[src/rtl/arith_pkg.sv]
// Shared arithmetic-datapath definitions: operand width and divider FSM state encodings.
package arith_pkg;

    localparam int unsigned WIDTH = 4;
    localparam int unsigned CNT_W = $clog2(WIDTH);

    localparam logic [1:0] ST_IDLE = 2'd0;
    localparam logic [1:0] ST_RUN  = 2'd1;
    localparam logic [1:0] ST_FIN  = 2'd2;

endpackage : arith_pkg

[src/rtl/four_bit_subtractor.sv]
// Combinational 4-bit ripple-borrow subtractor: diff = a - b - bin, bout = borrow out.
module four_bit_subtractor
    import arith_pkg::*;
(
    input  logic [WIDTH-1:0] a,
    input  logic [WIDTH-1:0] b,
    input  logic             bin,
    output logic [WIDTH-1:0] diff,
    output logic             bout
);

    logic borrow;

    always_comb begin
        diff   = '0;
        borrow = bin;
        for (int i = 0; i < int'(WIDTH); i++) begin
            diff[i] = a[i] ^ b[i] ^ borrow;
            borrow  = (~a[i] & (b[i] | borrow)) | (b[i] & borrow);
        end
        bout = borrow;
    end

endmodule : four_bit_subtractor

[src/rtl/restoring_divider_4bit.sv]
// Sequential 4-bit unsigned restoring divider, one trial subtraction per clock,
// with a start/busy/done handshake and a divide-by-zero shortcut.
module restoring_divider_4bit
    import arith_pkg::*;
#(
    parameter logic [WIDTH-1:0] DBZ_QUOTIENT = 4'hF
) (
    input  logic             clk,
    input  logic             rst,
    input  logic             start,
    input  logic [WIDTH-1:0] dividend,
    input  logic [WIDTH-1:0] divisor,
    output logic             busy,
    output logic             done,
    output logic [WIDTH-1:0] quotient,
    output logic [WIDTH-1:0] remainder,
    output logic             div_by_zero
);

    localparam logic [CNT_W-1:0] CNT_LAST = CNT_W'(WIDTH - 1);

    logic [1:0]       state_q, state_d;
    logic [WIDTH-1:0] dvs_q, dvs_d;
    logic [WIDTH-1:0] quo_sh_q, quo_sh_d;
    logic [WIDTH-1:0] rem_q, rem_d;
    logic [CNT_W-1:0] cnt_q, cnt_d;
    logic             busy_q, busy_d;
    logic             done_q, done_d;
    logic [WIDTH-1:0] quotient_q, quotient_d;
    logic [WIDTH-1:0] remainder_q, remainder_d;
    logic             dbz_q, dbz_d;

    logic [WIDTH:0]   shifted;
    logic [WIDTH-1:0] sub_diff;
    logic             sub_bout;
    logic             accept;

    four_bit_subtractor u_sub (
        .a    (shifted[WIDTH-1:0]),
        .b    (dvs_q),
        .bin  (1'b0),
        .diff (sub_diff),
        .bout (sub_bout)
    );

    always_ff @(posedge clk or posedge rst) begin
        if (rst) begin
            state_q     <= ST_IDLE;
            dvs_q       <= '0;
            quo_sh_q    <= '0;
            rem_q       <= '0;
            cnt_q       <= '0;
            busy_q      <= 1'b0;
            done_q      <= 1'b0;
            quotient_q  <= '0;
            remainder_q <= '0;
            dbz_q       <= 1'b0;
        end else begin
            state_q     <= state_d;
            dvs_q       <= dvs_d;
            quo_sh_q    <= quo_sh_d;
            rem_q       <= rem_d;
            cnt_q       <= cnt_d;
            busy_q      <= busy_d;
            done_q      <= done_d;
            quotient_q  <= quotient_d;
            remainder_q <= remainder_d;
            dbz_q       <= dbz_d;
        end
    end

    // A set top bit of the shifted remainder means S >= 16 > D, so the step always accepts.
    always_comb begin
        state_d     = state_q;
        dvs_d       = dvs_q;
        quo_sh_d    = quo_sh_q;
        rem_d       = rem_q;
        cnt_d       = cnt_q;
        quotient_d  = quotient_q;
        remainder_d = remainder_q;
        dbz_d       = dbz_q;
        shifted     = {rem_q, quo_sh_q[WIDTH-1]};
        accept      = shifted[WIDTH] | ~sub_bout;

        case (state_q)
            ST_RUN: begin
                rem_d    = accept ? sub_diff : shifted[WIDTH-1:0];
                quo_sh_d = {quo_sh_q[WIDTH-2:0], accept};
                cnt_d    = cnt_q + CNT_W'(1);
                if (cnt_q == CNT_LAST) begin
                    state_d     = ST_FIN;
                    quotient_d  = quo_sh_d;
                    remainder_d = rem_d;
                    dbz_d       = 1'b0;
                end
            end
            ST_IDLE, ST_FIN: begin
                state_d = ST_IDLE;
                if (start) begin
                    dvs_d    = divisor;
                    quo_sh_d = dividend;
                    rem_d    = '0;
                    cnt_d    = '0;
                    if (divisor == '0) begin
                        state_d     = ST_FIN;
                        quotient_d  = DBZ_QUOTIENT;
                        remainder_d = dividend;
                        dbz_d       = 1'b1;
                    end else begin
                        state_d = ST_RUN;
                    end
                end
            end
            default: state_d = ST_IDLE;
        endcase

        busy_d = (state_d != ST_IDLE);
        done_d = (state_d == ST_FIN);
    end

    assign busy        = busy_q;
    assign done        = done_q;
    assign quotient    = quotient_q;
    assign remainder   = remainder_q;
    assign div_by_zero = dbz_q;

endmodule : restoring_divider_4bit

[config.mk]
export PLATFORM = sky130hd
export DESIGN_NAME = restoring_divider_4bit
export DESIGN_NICKNAME = d
export VERILOG_FILES = /design/src/rtl/arith_pkg.sv /design/src/rtl/four_bit_subtractor.sv /design/src/rtl/restoring_divider_4bit.sv
export SDC_FILE = /design/constraint.sdc
export NUM_CORES = 1
export LEC_CHECK = 0
export BUFFER_PORTS_ARGS = -buffer_cell sky130_fd_sc_hd__buf_4
export CAP_MARGIN = 20
export CORE_ASPECT_RATIO = 0.8
export CORE_MARGIN = 1
export CORE_UTILIZATION = 55
export DETAILED_ROUTE_END_ITERATION = 12
export MAX_ROUTING_LAYER = met4
export PLACE_DENSITY = 0.78
export RECOVER_POWER = 25
export SYNTH_ARGS = -nofsm -noshare
export SYNTH_HDL_FRONTEND = slang
export SYNTH_SLANG_ARGS = --single-unit
[constraint.sdc]
create_clock -name clk -period 3.6 [get_ports clk]
set_input_delay 0.54 -clock clk [delete_from_list [all_inputs] [get_ports clk]]
set_output_delay 0.54 -clock clk [all_outputs]
set_load 0.005 [all_outputs]
==> flow_metrics.env <==
export IMPL_antenna_left=0
export IMPL_die_area_um2=2710
export IMPL_ios=22
export IMPL_end_kind="flop"
export IMPL_tns_ns=0
export IMPL_rr_worst_depth=8
export IMPL_finalHoldViolations=0
export IMPL_hpwl_mm=2.03
export IMPL_ys_warn_count=0
export IMPL_path_class="reg2reg"
export IMPL_syn_inst=115
export IMPL_async_reset_ff_frac=1.00
export IMPL_dieWidth_um=58.0
export IMPL_fmax_mhz=353
export IMPL_drt_iter0_markers=40
export IMPL_arrival_ns=3.11
export IMPL_num_rows=15
export IMPL_tightest_slew_ns=1.36
export IMPL_antenna_found_initial=0
export IMPL_wl_per_cell_um=17.3
export IMPL_ys_top_cells_by_area="dfrtp_1, mux2_2, fa_1, nand2b_1, nand4b_1"
export IMPL_synth_top_area_cell="dfrtp_1"
export IMPL_switching_share=0.400
export IMPL_routed_via_count=962
export IMPL_cap_viol_max_count=0
export IMPL_clk_latency_ns=0.33
export IMPL_grt_pass1_wl_mm=4.43
export IMPL_rsz0062_at_grt="false"
export IMPL_fin_skew_ns=0.00126
export IMPL_crit_top_cell="fa_1"
export IMPL_hold_path_class="in2async"
export IMPL_portBuffers=21
export IMPL_wirelength_mm=2.77
export IMPL_finalWeightedCongestion=0.960
export IMPL_power_leakage_nw=0.683
export IMPL_area_growth_pct=13.8
export IMPL_h_tree_depth=1
export IMPL_clk_path_buf_depth=2
export IMPL_cts_resized=0
export IMPL_final_layout_size_suffix_gt1_frac=0.274
export IMPL_nets=152
export IMPL_ys_dominant_reg_cell="dfrtp_1"
export IMPL_worst_r2r_endpoint="remainder[0]"
export IMPL_final_setup_viol_count=0
export IMPL_synth_edf_count=0
export IMPL_p_clk_frac=0.088
export IMPL_max_stage_delay_ns=0.53
export IMPL_syn_avg_cell_area_um2=12.0
export IMPL_critPathRequiredTime_ns=3.88
export IMPL_finalCritPeriodShare=0.786
export IMPL_synth_yosys_seq_area_share=0.490
export IMPL_drc=1
export IMPL_synth_seq_cells=27
export IMPL_ctsHoldBuffers=0
export IMPL_dp_cells=155
export IMPL_regToRegStartpoint="quo_sh_q[3]"
export IMPL_yosysUniqueCellTypes=31
export IMPL_cts_tree="yes"
export IMPL_status="finished with violations"
export IMPL_dr_pass1_iters=8
export IMPL_pwr_share_seq=0.395
export IMPL_overflow=0
export IMPL_cts_made_buffers=3
export IMPL_crit_path_start_kind="flop"
export IMPL_period_minus_slack_ns=2.83
export IMPL_fillers=174
export IMPL_grt_pass1_vias=939
export IMPL_power_mw=1.50
export IMPL_setup_ws_ns=0.770
export IMPL_finalNonFillerCells=160
export IMPL_worstPathMaxFanout=10
export IMPL_cts_sinks=27
export IMPL_intPower_mw=0.897
export IMPL_ir_drop_mv=0.607
export IMPL_grt_start_max_net_pins=28
export IMPL_place_ws_ns=0.812
export IMPL_crit_start="quo_sh_q[3]"
export IMPL_whs_ns=0.0490
export IMPL_violations="DRC"
export IMPL_final_max_slew_viol_count=0
export IMPL_die_height_um=46.8
export IMPL_n_antenna_cell=0
export IMPL_slew_headroom=0.0935
export IMPL_initial_core_util=0.612
export IMPL_p_sw_mw=0.598
export IMPL_grt_usage=0.241
export IMPL_critPathSlowestCell="fa_1"
export IMPL_p_comb_frac=0.516
export IMPL_syn_num_nets=131
export IMPL_post_cts_setup_buffers=0
export IMPL_r2r_slack_ns=0.77
export IMPL_via_per_inst=6.01
export IMPL_syn_area_um2=1380
export IMPL_path_cells="inv_1, ha_1, fa_1, fa_1, fa_1, nor2b_1, o311ai_0, mux2_2"
export IMPL_cts_reportedPaths_clkPinSlew_ns=0.14
export IMPL_synth_top_area_share=0.490
export IMPL_power_density_nw_per_um2=954
export IMPL_cts_root_buf="clkbuf_4"
export IMPL_core_area_um2=2250
## synth_stat cells (2+ instances only)
master,number
o311ai_0,4
inv_1,7
mux2i_1,3
nand2b_1,8
nor3b_1,3
a2111o_1,3
o22a_1,3
ha_1,2
dfrtp_1,27
nand4b_1,4
nand2_1,7
o21ai_0,5
a21oi_1,2
o22ai_1,3
nor2_1,3
mux2_2,10
buf_2,5
fa_1,3
## stage by stage
stage          cell area (µm²)   util
2_1_floorplan             1380      -
3_3_place_gp              1540  0.683
3_5_place_dp              1540  0.683
4_1_cts                   1560  0.694
5_1_grt                   1570  0.696
6_report                  1570  0.696
## metal layers
layer / wire, µm / part of all wire / vias up / GRT usage
li1: - / - / 459 / -
met1: 1360 / 0.49 / 467 / 0.312
met2: 1240 / 0.45 / 30 / 0.368
met3: 128 / 0.046 / 6 / 0.0606
met4: 43 / 0.016 / 0 / 0.100
met5: 0 / 0 / - / -
## cells by family (layout without fill, tap and decap cells)
logic type | count (synthesis) | count (layout) | synth area share
mux | 14 | 14 | 0.112
compound gates | 26 | 26 | 0.156
buf+inv | 14 | 34 | 0.0427
fa+ha+maj | 5 | 5 | 0.0618
flops | 27 | 27 | 0.490
simple gates | 29 | 29 | 0.137
## state kept, by name, summed over array words and instances, names as in the netlist
| register | flops |
|---|---|
| div_by_zero | 1 |
| busy | 1 |
| remainder | 4 |
| rem_q | 4 |
| quotient | 4 |
| state_q | 2 |
| quo_sh_q | 4 |
| done | 1 |
| dvs_q | 4 |
| cnt_q | 2 |
## power by group through the flow
stage               clock, mW  sequential [mW]  combinational (mW)
global route            0.146            0.615               0.860
floorplan                   0            0.532               0.583
finish                  0.132            0.591               0.772
detailed placement          0            0.597               0.770
global placement            0            0.588               0.745
CTS                     0.134            0.589               0.769
## how the worst max path moves through the flow
stage,end,depth (start not counted)
3_5_place_dp,remainder[2],8
2_1_floorplan,remainder[0],9
6_report,remainder[0],8
5_1_grt,remainder[0],8
4_1_cts,remainder[2],8
3_3_place_gp,remainder[2],8
## area by class of cell
| class | count | area [µm²] | area share |
|---|---|---|---|
| Clock buffer | 4 | 26.3 | 0.0168 |
| Inverter | 8 | 30.0 | 0.0192 |
| Multi-Input combinational cell | 74 | 643 | 0.410 |
| Sequential cell | 27 | 676 | 0.431 |
| Tap cell | 25 | 31.3 | 0.0200 |
| Timing Repair Buffer | 22 | 161 | 0.103 |
## worst max-delay path, delay by kind of cell, from the launching register on
kind / cells / cell delay, ns
compound gates: 1 / 0.35
fa+ha+maj: 4 / 1.51
buf+inv: 1 / 0.07
flops: 1 / 0.41
mux: 1 / 0.22
simple gates: 1 / 0.23
## placed cells by master, fill, tap and decap left out, drive strengths merged, types with 3 or more instances in the layout
cell	Yosys	layout
a21oi	3	3
nand2b	8	8
nor2	3	3
nor3b	3	3
o22ai	3	3
dfrtp	27	27
buf	5	20
nand2	7	7
clkbuf	1	6
fa	3	3
o22a	3	3
o21ai	5	5
nand4b	4	4
mux2i	3	3
mux2	11	11
a2111o	3	3
o311ai	4	4
inv	7	7
(Power assumes the default switching activity.)
